### config.mk
export PLATFORM = sky130hd
export DESIGN_NAME = rx_pkt_word_packer
export DESIGN_NICKNAME = d
export VERILOG_FILES = /design/src/rtl/rx_pkt_word_packer.sv
export SDC_FILE = /design/constraint.sdc
export NUM_CORES = 2
export LEC_CHECK = 0
export BUFFER_PORTS_ARGS = -buffer_cell sky130_fd_sc_hd__clkbuf_2
export CAP_MARGIN = 5
export CORE_ASPECT_RATIO = 0.75
export CORE_MARGIN = 5
export CORE_UTILIZATION = 60
export CTS_CLUSTER_DIAMETER = 50
export DETAILED_ROUTE_END_ITERATION = 8
export PLACE_DENSITY_LB_ADDON = 0.12
export SLEW_MARGIN = 20
export SYNTH_ARGS = -nofsm -noshare
export SYNTH_HDL_FRONTEND = slang
export SYNTH_SLANG_ARGS = --single-unit
### constraint.sdc
create_clock -name s00_axi_aclk -period 5.9 [get_ports s00_axi_aclk]
set_clock_uncertainty 0.15 [all_clocks]
set_input_delay 0.295 -clock s00_axi_aclk [delete_from_list [all_inputs] [get_ports s00_axi_aclk]]
set_output_delay 0.295 -clock s00_axi_aclk [all_outputs]
set_load 0.02 [all_outputs]
### src/rtl/rx_pkt_word_packer.sv
// rx_pkt_word_packer
// Packs the receiver's per-packet byte stream into 64-bit words for the rx DMA:
// one header word, the payload words, then one trailer word with FCS/error status.
// An output FIFO with valid/ready decouples decoder timing from the DMA.
//
// Ports:
//   s00_axi_aclk / s00_axi_aresetn       clock, asynchronous active-low reset
//   pkt_header_valid_strobe, pkt_header_valid, pkt_rate, pkt_len   header decode result
//   byte_out_strobe, byte_out            payload byte stream
//   fcs_out_strobe, fcs_ok               FCS check result
//   word_out, word_out_valid, word_out_last, word_out_ready        FIFO head handshake
//   pkt_drop_cnt                         packets lost to a full FIFO (saturating)
//   busy                                 FSM not idle
module rx_pkt_word_packer #(
  parameter int unsigned FIFO_DEPTH  = 8,
  parameter int unsigned FCS_TIMEOUT = 4095
) (
  input  logic        s00_axi_aclk,
  input  logic        s00_axi_aresetn,
  input  logic        pkt_header_valid_strobe,
  input  logic        pkt_header_valid,
  input  logic [7:0]  pkt_rate,
  input  logic [15:0] pkt_len,
  input  logic        byte_out_strobe,
  input  logic [7:0]  byte_out,
  input  logic        fcs_out_strobe,
  input  logic        fcs_ok,
  output logic [63:0] word_out,
  output logic        word_out_valid,
  output logic        word_out_last,
  input  logic        word_out_ready,
  output logic [15:0] pkt_drop_cnt,
  output logic        busy
);

  localparam int unsigned AW = $clog2(FIFO_DEPTH);
  localparam int unsigned TW = $clog2(FCS_TIMEOUT + 1);

  typedef enum logic [1:0] {StIdle, StPayload, StWaitFcs, StTrailer} state_e;

  state_e        state_q;
  logic [31:0]   timestamp_q;
  logic [15:0]   pkt_len_q;
  logic [15:0]   byte_cnt_q;
  logic [63:0]   word_q;
  logic [TW-1:0] wait_cnt_q;
  logic          fcs_seen_q, fcs_ok_q, timeout_q, abort_q, overflow_q;
  logic [15:0]   drop_cnt_q;

  logic [63:0]   mem_data_q [FIFO_DEPTH];
  logic          mem_last_q [FIFO_DEPTH];
  logic [AW:0]   wr_ptr_q, rd_ptr_q;

  logic          fifo_empty, fifo_full, pop, can_push;
  logic          push, push_last;
  logic [63:0]   push_data;
  logic          hdr_ok, last_byte;
  logic [2:0]    lane;
  logic [63:0]   cur_word, header_word, trailer_word;

  // Extra pointer MSB distinguishes full from empty.
  assign fifo_empty = (wr_ptr_q == rd_ptr_q);
  assign fifo_full  = (wr_ptr_q[AW] != rd_ptr_q[AW]) &&
                      (wr_ptr_q[AW-1:0] == rd_ptr_q[AW-1:0]);
  assign pop        = !fifo_empty && word_out_ready;
  // A same-cycle pop frees the slot for the push.
  assign can_push   = !fifo_full || pop;

  assign word_out       = mem_data_q[rd_ptr_q[AW-1:0]];
  assign word_out_last  = mem_last_q[rd_ptr_q[AW-1:0]];
  assign word_out_valid = !fifo_empty;
  assign pkt_drop_cnt   = drop_cnt_q;
  assign busy           = (state_q != StIdle);

  assign hdr_ok       = pkt_header_valid_strobe && pkt_header_valid;
  assign lane         = byte_cnt_q[2:0];
  // word_q holds zeros above the current lane, so OR-ing gives zero padding.
  assign cur_word     = word_q | ({56'd0, byte_out} << {lane, 3'b000});
  assign last_byte    = ((byte_cnt_q + 16'd1) == pkt_len_q);
  assign header_word  = {timestamp_q, 8'hA5, pkt_rate, pkt_len};
  assign trailer_word = {byte_cnt_q, 44'd0, timeout_q, abort_q, overflow_q, fcs_ok_q};

  always_comb begin
    push      = 1'b0;
    push_data = cur_word;
    push_last = 1'b0;
    unique case (state_q)
      StIdle: begin
        if (hdr_ok && can_push) begin
          push      = 1'b1;
          push_data = header_word;
        end
      end
      StPayload: begin
        // An abort in the same cycle discards the word being completed.
        if (byte_out_strobe && !hdr_ok && ((lane == 3'd7) || last_byte) && can_push) begin
          push = 1'b1;
        end
      end
      StTrailer: begin
        if (can_push) begin
          push      = 1'b1;
          push_data = trailer_word;
          push_last = 1'b1;
        end
      end
      default: ;
    endcase
  end

  always_ff @(posedge s00_axi_aclk or negedge s00_axi_aresetn) begin
    if (!s00_axi_aresetn) begin
      state_q     <= StIdle;
      timestamp_q <= '0;
      pkt_len_q   <= '0;
      byte_cnt_q  <= '0;
      word_q      <= '0;
      wait_cnt_q  <= '0;
      fcs_seen_q  <= 1'b0;
      fcs_ok_q    <= 1'b0;
      timeout_q   <= 1'b0;
      abort_q     <= 1'b0;
      overflow_q  <= 1'b0;
      drop_cnt_q  <= '0;
    end else begin
      timestamp_q <= timestamp_q + 32'd1;
      unique case (state_q)
        StIdle: begin
          if (hdr_ok) begin
            if (can_push) begin
              pkt_len_q  <= pkt_len;
              byte_cnt_q <= '0;
              word_q     <= '0;
              wait_cnt_q <= '0;
              fcs_seen_q <= 1'b0;
              fcs_ok_q   <= 1'b0;
              timeout_q  <= 1'b0;
              abort_q    <= 1'b0;
              overflow_q <= 1'b0;
              state_q    <= (pkt_len == 16'd0) ? StWaitFcs : StPayload;
            end else if (drop_cnt_q != 16'hFFFF) begin
              drop_cnt_q <= drop_cnt_q + 16'd1;
            end
          end
        end
        StPayload: begin
          // The byte arriving with an abort still counts as received.
          if (byte_out_strobe) byte_cnt_q <= byte_cnt_q + 16'd1;
          if (hdr_ok) begin
            abort_q <= 1'b1;
            word_q  <= '0;
            state_q <= StTrailer;
          end else if (byte_out_strobe) begin
            if ((lane == 3'd7) || last_byte) begin
              word_q <= '0;
              if (!can_push) overflow_q <= 1'b1;
            end else begin
              word_q <= cur_word;
            end
            if (last_byte) begin
              state_q <= StWaitFcs;
              if (fcs_out_strobe) begin
                fcs_seen_q <= 1'b1;
                fcs_ok_q   <= fcs_ok;
              end
            end
          end
        end
        StWaitFcs: begin
          if (hdr_ok) begin
            abort_q <= 1'b1;
            state_q <= StTrailer;
          end else if (fcs_seen_q) begin
            state_q <= StTrailer;
          end else if (fcs_out_strobe) begin
            fcs_ok_q <= fcs_ok;
            state_q  <= StTrailer;
          end else if (wait_cnt_q == TW'(FCS_TIMEOUT - 1)) begin
            timeout_q <= 1'b1;
            fcs_ok_q  <= 1'b0;
            state_q   <= StTrailer;
          end else begin
            wait_cnt_q <= wait_cnt_q + 1'b1;
          end
        end
        StTrailer: begin
          if (can_push) state_q <= StIdle;
        end
        default: state_q <= StIdle;
      endcase
    end
  end

  always_ff @(posedge s00_axi_aclk or negedge s00_axi_aresetn) begin
    if (!s00_axi_aresetn) begin
      wr_ptr_q <= '0;
      rd_ptr_q <= '0;
      for (int i = 0; i < FIFO_DEPTH; i++) begin
        mem_data_q[i] <= '0;
        mem_last_q[i] <= 1'b0;
      end
    end else begin
      if (push) begin
        mem_data_q[wr_ptr_q[AW-1:0]] <= push_data;
        mem_last_q[wr_ptr_q[AW-1:0]] <= push_last;
        wr_ptr_q <= wr_ptr_q + 1'b1;
      end
      if (pop) rd_ptr_q <= rd_ptr_q + 1'b1;
    end
  end

endmodule
* Yosys cells after proc, flatten, opt, wreduce, memory -nomap -nowiden *
Index checks and enable logic that the tools add are counted.

storage, ports and cells
  word-level logic and storage cells = 182
  flip-flop bits (word level) = 691

cells by class
  magnitude comparators = 3
  shifts and indexed selects = 1
  add/sub/neg operators = 6
  muxes and demuxes = 77
  equal/unequal tests = 29
  reduce and logical (&&, ||, !) cells = 32
  bitwise gates (word level) = 4

operators with widths
  operator                                                          number
  64-bit two-way mux                                                10
  512-bit bitwise mux                                               1
  64-bit case mux with 2 select lines                               2
  64-bit binary-select mux with 3-bit select                        1
  64-bit demux with 3-bit select                                    1
  12-bit two-way mux                                                6
  64-bit OR                                                         1
  8-bit by 6-bit << shifter with 64-bit output                      1
  16-bit two-way mux                                                3
  16-bit by 1-bit adder with 16-bit output (second input constant)  2
  32-bit by 1-bit adder with 32-bit output (second input constant)  1
  16-bit case mux with 2 select lines                               1
  1-bit two-way mux                                                 30
  2-bit inequality test (second input constant)                     14
  7-bit AND reduction                                               4
  12-bit case mux with 2 select lines                               1
  2-bit two-way mux                                                 11
  16-bit equality test                                              1
  16-bit logical NOT                                                1
  16-bit inequality test (second input constant)                    1
  4-bit AND reduction                                               4
  12-bit by 1-bit adder with 12-bit output (second input constant)  1
  12-bit equality test (second input constant)                      1
  10-bit AND reduction                                              1
  other kinds (29)                                                  52

* Logic depth before layout (Yosys ltp) *
  depth after elaboration = 9
  mapped depth = 12

* Least setup slack after synthesis *
No wires, ideal clock.

  path type = register -> register
  from = reg byte_cnt_q[0]
  to = reg mem_data_q[24] (netlist name)
  slack = 2.714 ns
  data arrival time = 2.909 ns
  stages on the path, launching flop included = 13
  required time = 5.622 ns
  path buffers = 2
  setup time = 0.128 ns
  period minus slack after synthesis = 3.186 ns
  cell sequence = dfrtp_1 -> ha_1 -> ha_1 -> xnor2_1 -> nand3_1 -> nor3_1 -> nand3_1 -> nor4_4 -> a31oi_2 -> nor4b_2 -> buf_4 -> buf_8 -> mux2_1

on the way
  word-level cells in the longest chain between the ends = 7

RTL lines
  element                                   RTL line  RTL
  start, declared                           44        logic [15:0] byte_cnt_q;
  start signal, assigned                    148       if (byte_out_strobe) byte_cnt_q <= byte_cnt_q + 16'd1;
  16-bit by 1-bit adder with 16-bit output  79        assign last_byte = ((byte_cnt_q + 16'd1) == pkt_len_q);
  16-bit equality test                      79
  1-bit logical OR                          96        if (byte_out_strobe && !hdr_ok && ((lane == 3'd7) || last_byte) && can_push) begin
  1-bit logical AND (2 in a row)            96
  1-bit two-way mux                         96
  1-bit case mux with 3 select lines        87        unique case (state_q)
  end signal, assigned by index             204       mem_data_q[wr_ptr_q[AW-1:0]] <= push_data;
  end, declared                             50        logic [63:0] mem_data_q [FIFO_DEPTH];

Several ways; a longest one is shown, not always the timed one.
A chain may end at the register's enable or synchronous reset.

* Worst setup path in the final report *
  from = reg byte_cnt_q[2]
  to = reg mem_data_q[139] (netlist name)

The elaborated chain is that of the path after synthesis.

==> metrics.txt <==
CORE AREA=53100 um2; Worst Reg-to-Reg Cells=9; async set-reset flop share out of synthesis=1.00; initial antenna violation count=0; Gate Count Post-Synth=roughly 2700; final-layout fill cell count=3864; Slew Viols, Final=0; Residual DRC=0; Pleak=0.0166 uW; sequential share of power=0.398; worst hold margin=23.7 ps; Post-Syn Area=32300 um2; Post-synth EDFFs=0; setup bufs post-CTS=0; Worst Setup Start Kind=flip-flop; Syn Nets=roughly 2800; routability cong.=0.880; Routed Antenna Nets=0; drt wl/cell=23.4 um; clock power share=0.287; Layout Nets=2822; IO buf count=122; area grow syn2layout=11.1%; status=finished, final reports clean; FP Rows=73; sequential area share after synthesis=0.536; Gates resized, CTS repair=0; die area=58500 um2; Slew headroom=0.232; layout cell share with drive strength beyond 1=0.258; CP Data Arrival Time=4650 ps; setup_tns=0 ps; final core utilization=0.675; maxcap violations=0; Power Density=about 430 nW/um2; final hold viol count=0; Sw Ratio=0.351; fmax=232 MHz; routed via count=22000; Post-Route WL=82500 um; commonest non-fill, non-tap cell in the layout=dfrtp_1; DRT iter0 DRCs=roughly 1700; Mapped Avg Cell Area=11.9 um2; Hold Buf Count CTS=24; CTS buffer count=69; clock sink count=691; Final setup violation count=0; P_int=9970 uW; Tot GR Track Use=0.283; largest net degree at the start of global routing=between 150 and 200; Root Driver=clkbuf_16; hold depth=3; number of synthesis warnings=0; crit-path max FO=45; FF+latch area=17300 um2; count of cell types in the netlist=62; number of vias per cell=6.24; initial core utilization=0.608; CTS Buffer Depth=3; CP Class=flip-flop to flip-flop; Worst-path clk slew=60 ps; Initial DRT Pass Iterations=5; Least-Margin Pin Slew=1150 ps; CP Data Required Time=6240 ps; first-pass GRT wire length=approximately 130000 um; Gate power share=0.316; vias in the first global route=22600; H-tree levels=3; crit end category=flip-flop; part of the cycle the worst path needs=0.731; number of diodes=0; DP HPWL=~50000 um; top_reg_cell synth=dfrtp_1; Die Height=211 um; multi-input combinational cell area=14100 um2; IO Pins=123; commonest cells after routing, fill and taps aside=dfrtp_1, nand2_1, o21ai_0, mux2_2, a21oi_1; clk_lat worst skew=620 ps; Yosys reg bits=around 690; Die Span X=278 um; Tmin final=4310 ps; worst vdd ir=0.405 mV; HP Class=input port to flip-flop; Psw=roughly 5400 uW; grt total ovfl=0; RSZ-0062 raised after global routing=no; CTS tree=yes
[critical path, cell delays in order (launching register included)]
cell and delay, ps:
dfrtp_1 650, and3_1 660, xnor2_1 150, nor3_1 340, nand3_1 170, nor4_4 200
a31oi_2 300, nor4b_4 350, buf_4 750, mux2_2 420
[cell families after synthesis]
kind of cell / count (synthesis) / synth area share
DFF: 691 / 0.536
and+or+nand+nor: 633 / 0.0889
AOI/OAI and AO/OA: 611 / 0.105
muxes: 476 / 0.212
buffers and inverters: 214 / 0.0309
xor gates and xnor gates: 85 / 0.0233
adders and majority gates: 12 / 0.00465
[flip-flops by register name, indices dropped and copies added, names as in the netlist]
register      cells
state_q           2
timestamp_q      32
byte_cnt_q       16
mem_last_q        8
mem_data_q      512
wait_cnt_q       12
word_q           64
rd_ptr_q          4
pkt_drop_cnt     16
fcs_ok_q          1
wr_ptr_q          4
fcs_seen_q        1
timeout_q         1
overflow_q        1
pkt_len_q        16
abort_q           1
[metrics by stage]
stage	power (uW)	setup slack, ps	instance area [um2]	std cells
after global routing	16100	1280	35800	3534
after CTS	15400	1540	35800	3533
after floorplan	9450	2710	32300	2722
after detailed placement	11000	1610	33300	3386
after global placement	10900	1740	33300	3386
final	15400	1590	35800	3534
[cells in the mapped netlist, types with 8 or more instances]
library cell	n	area [um2]
nand2b_1	8	50.1
and2_1	13	81.3
xor2_1	33	289
o21a_1	29	218
nand4_1	22	138
nand3_1	33	165
a21oi_1	177	886
clkbuf_1	129	484
nor2_1	134	503
a22o_1	8	70.1
buf_6	10	113
nor3_1	13	65.1
a21o_1	32	240
dfrtp_1	691	17300
a22oi_1	20	150
and3_1	17	106
nand2_1	328	1230
xnor2_1	51	447
o31ai_1	9	67.6
nor2b_1	14	87.6
mux2_1	50	563
o21ai_0	312	1560
and4_1	10	87.6
buf_2	23	115
mux4_2	130	2930
buf_4	12	90.1
ha_1	12	150
or3_1	13	81.3
buf_1	29	109
mux2_2	295	3320
[path summary, 6_finish.rpt]
check / startpoint / slack, ps / end
max: byte_cnt_q[2] / 1590 / mem_data_q[139]
min: pkt_header_valid / 20 / overflow_q
max reg2reg: byte_cnt_q[2] / 1590 / mem_data_q[139]
min reg2reg: timestamp_q[31] / 320 / timestamp_q[31]
max in group asynchronous: s00_axi_aresetn / 4120 / mem_data_q[56]
min in group asynchronous: s00_axi_aresetn / 80 / mem_data_q[262]
[routing by layer]
layer / wire, um / vias to the layer above / global-route usage
met5: 0 / - / 0
met4: 2150 / 0 / 0.0798
met3: 4780 / 139 / 0.0459
met2: 39100 / 675 / 0.455
met1: 36500 / 11400 / 0.410
li1: - / 9822 / -
[power by group through the flow]
stage / clock network [uW] / logic (uW) / registers (uW)
final: 4410 / 4850 / 6110
after CTS: 4470 / 4870 / 6110
after floorplan: 0 / 3520 / 5930
after detailed placement: 0 / 4830 / 6190
after global placement: 0 / 4730 / 6120
after global routing: 4670 / 5240 / 6210
[layout make-up]
type,count,share of cell area
flip-flops and latches,691,0.483
multi-input cells,1817,0.393
clock buffers,98,0.0572
repair buffers,184,0.0346
inverters,7,0.000733
clock inverters,25,0.00653
well taps,712,0.0249
Note: power is estimated with default switching activity, not from simulation.
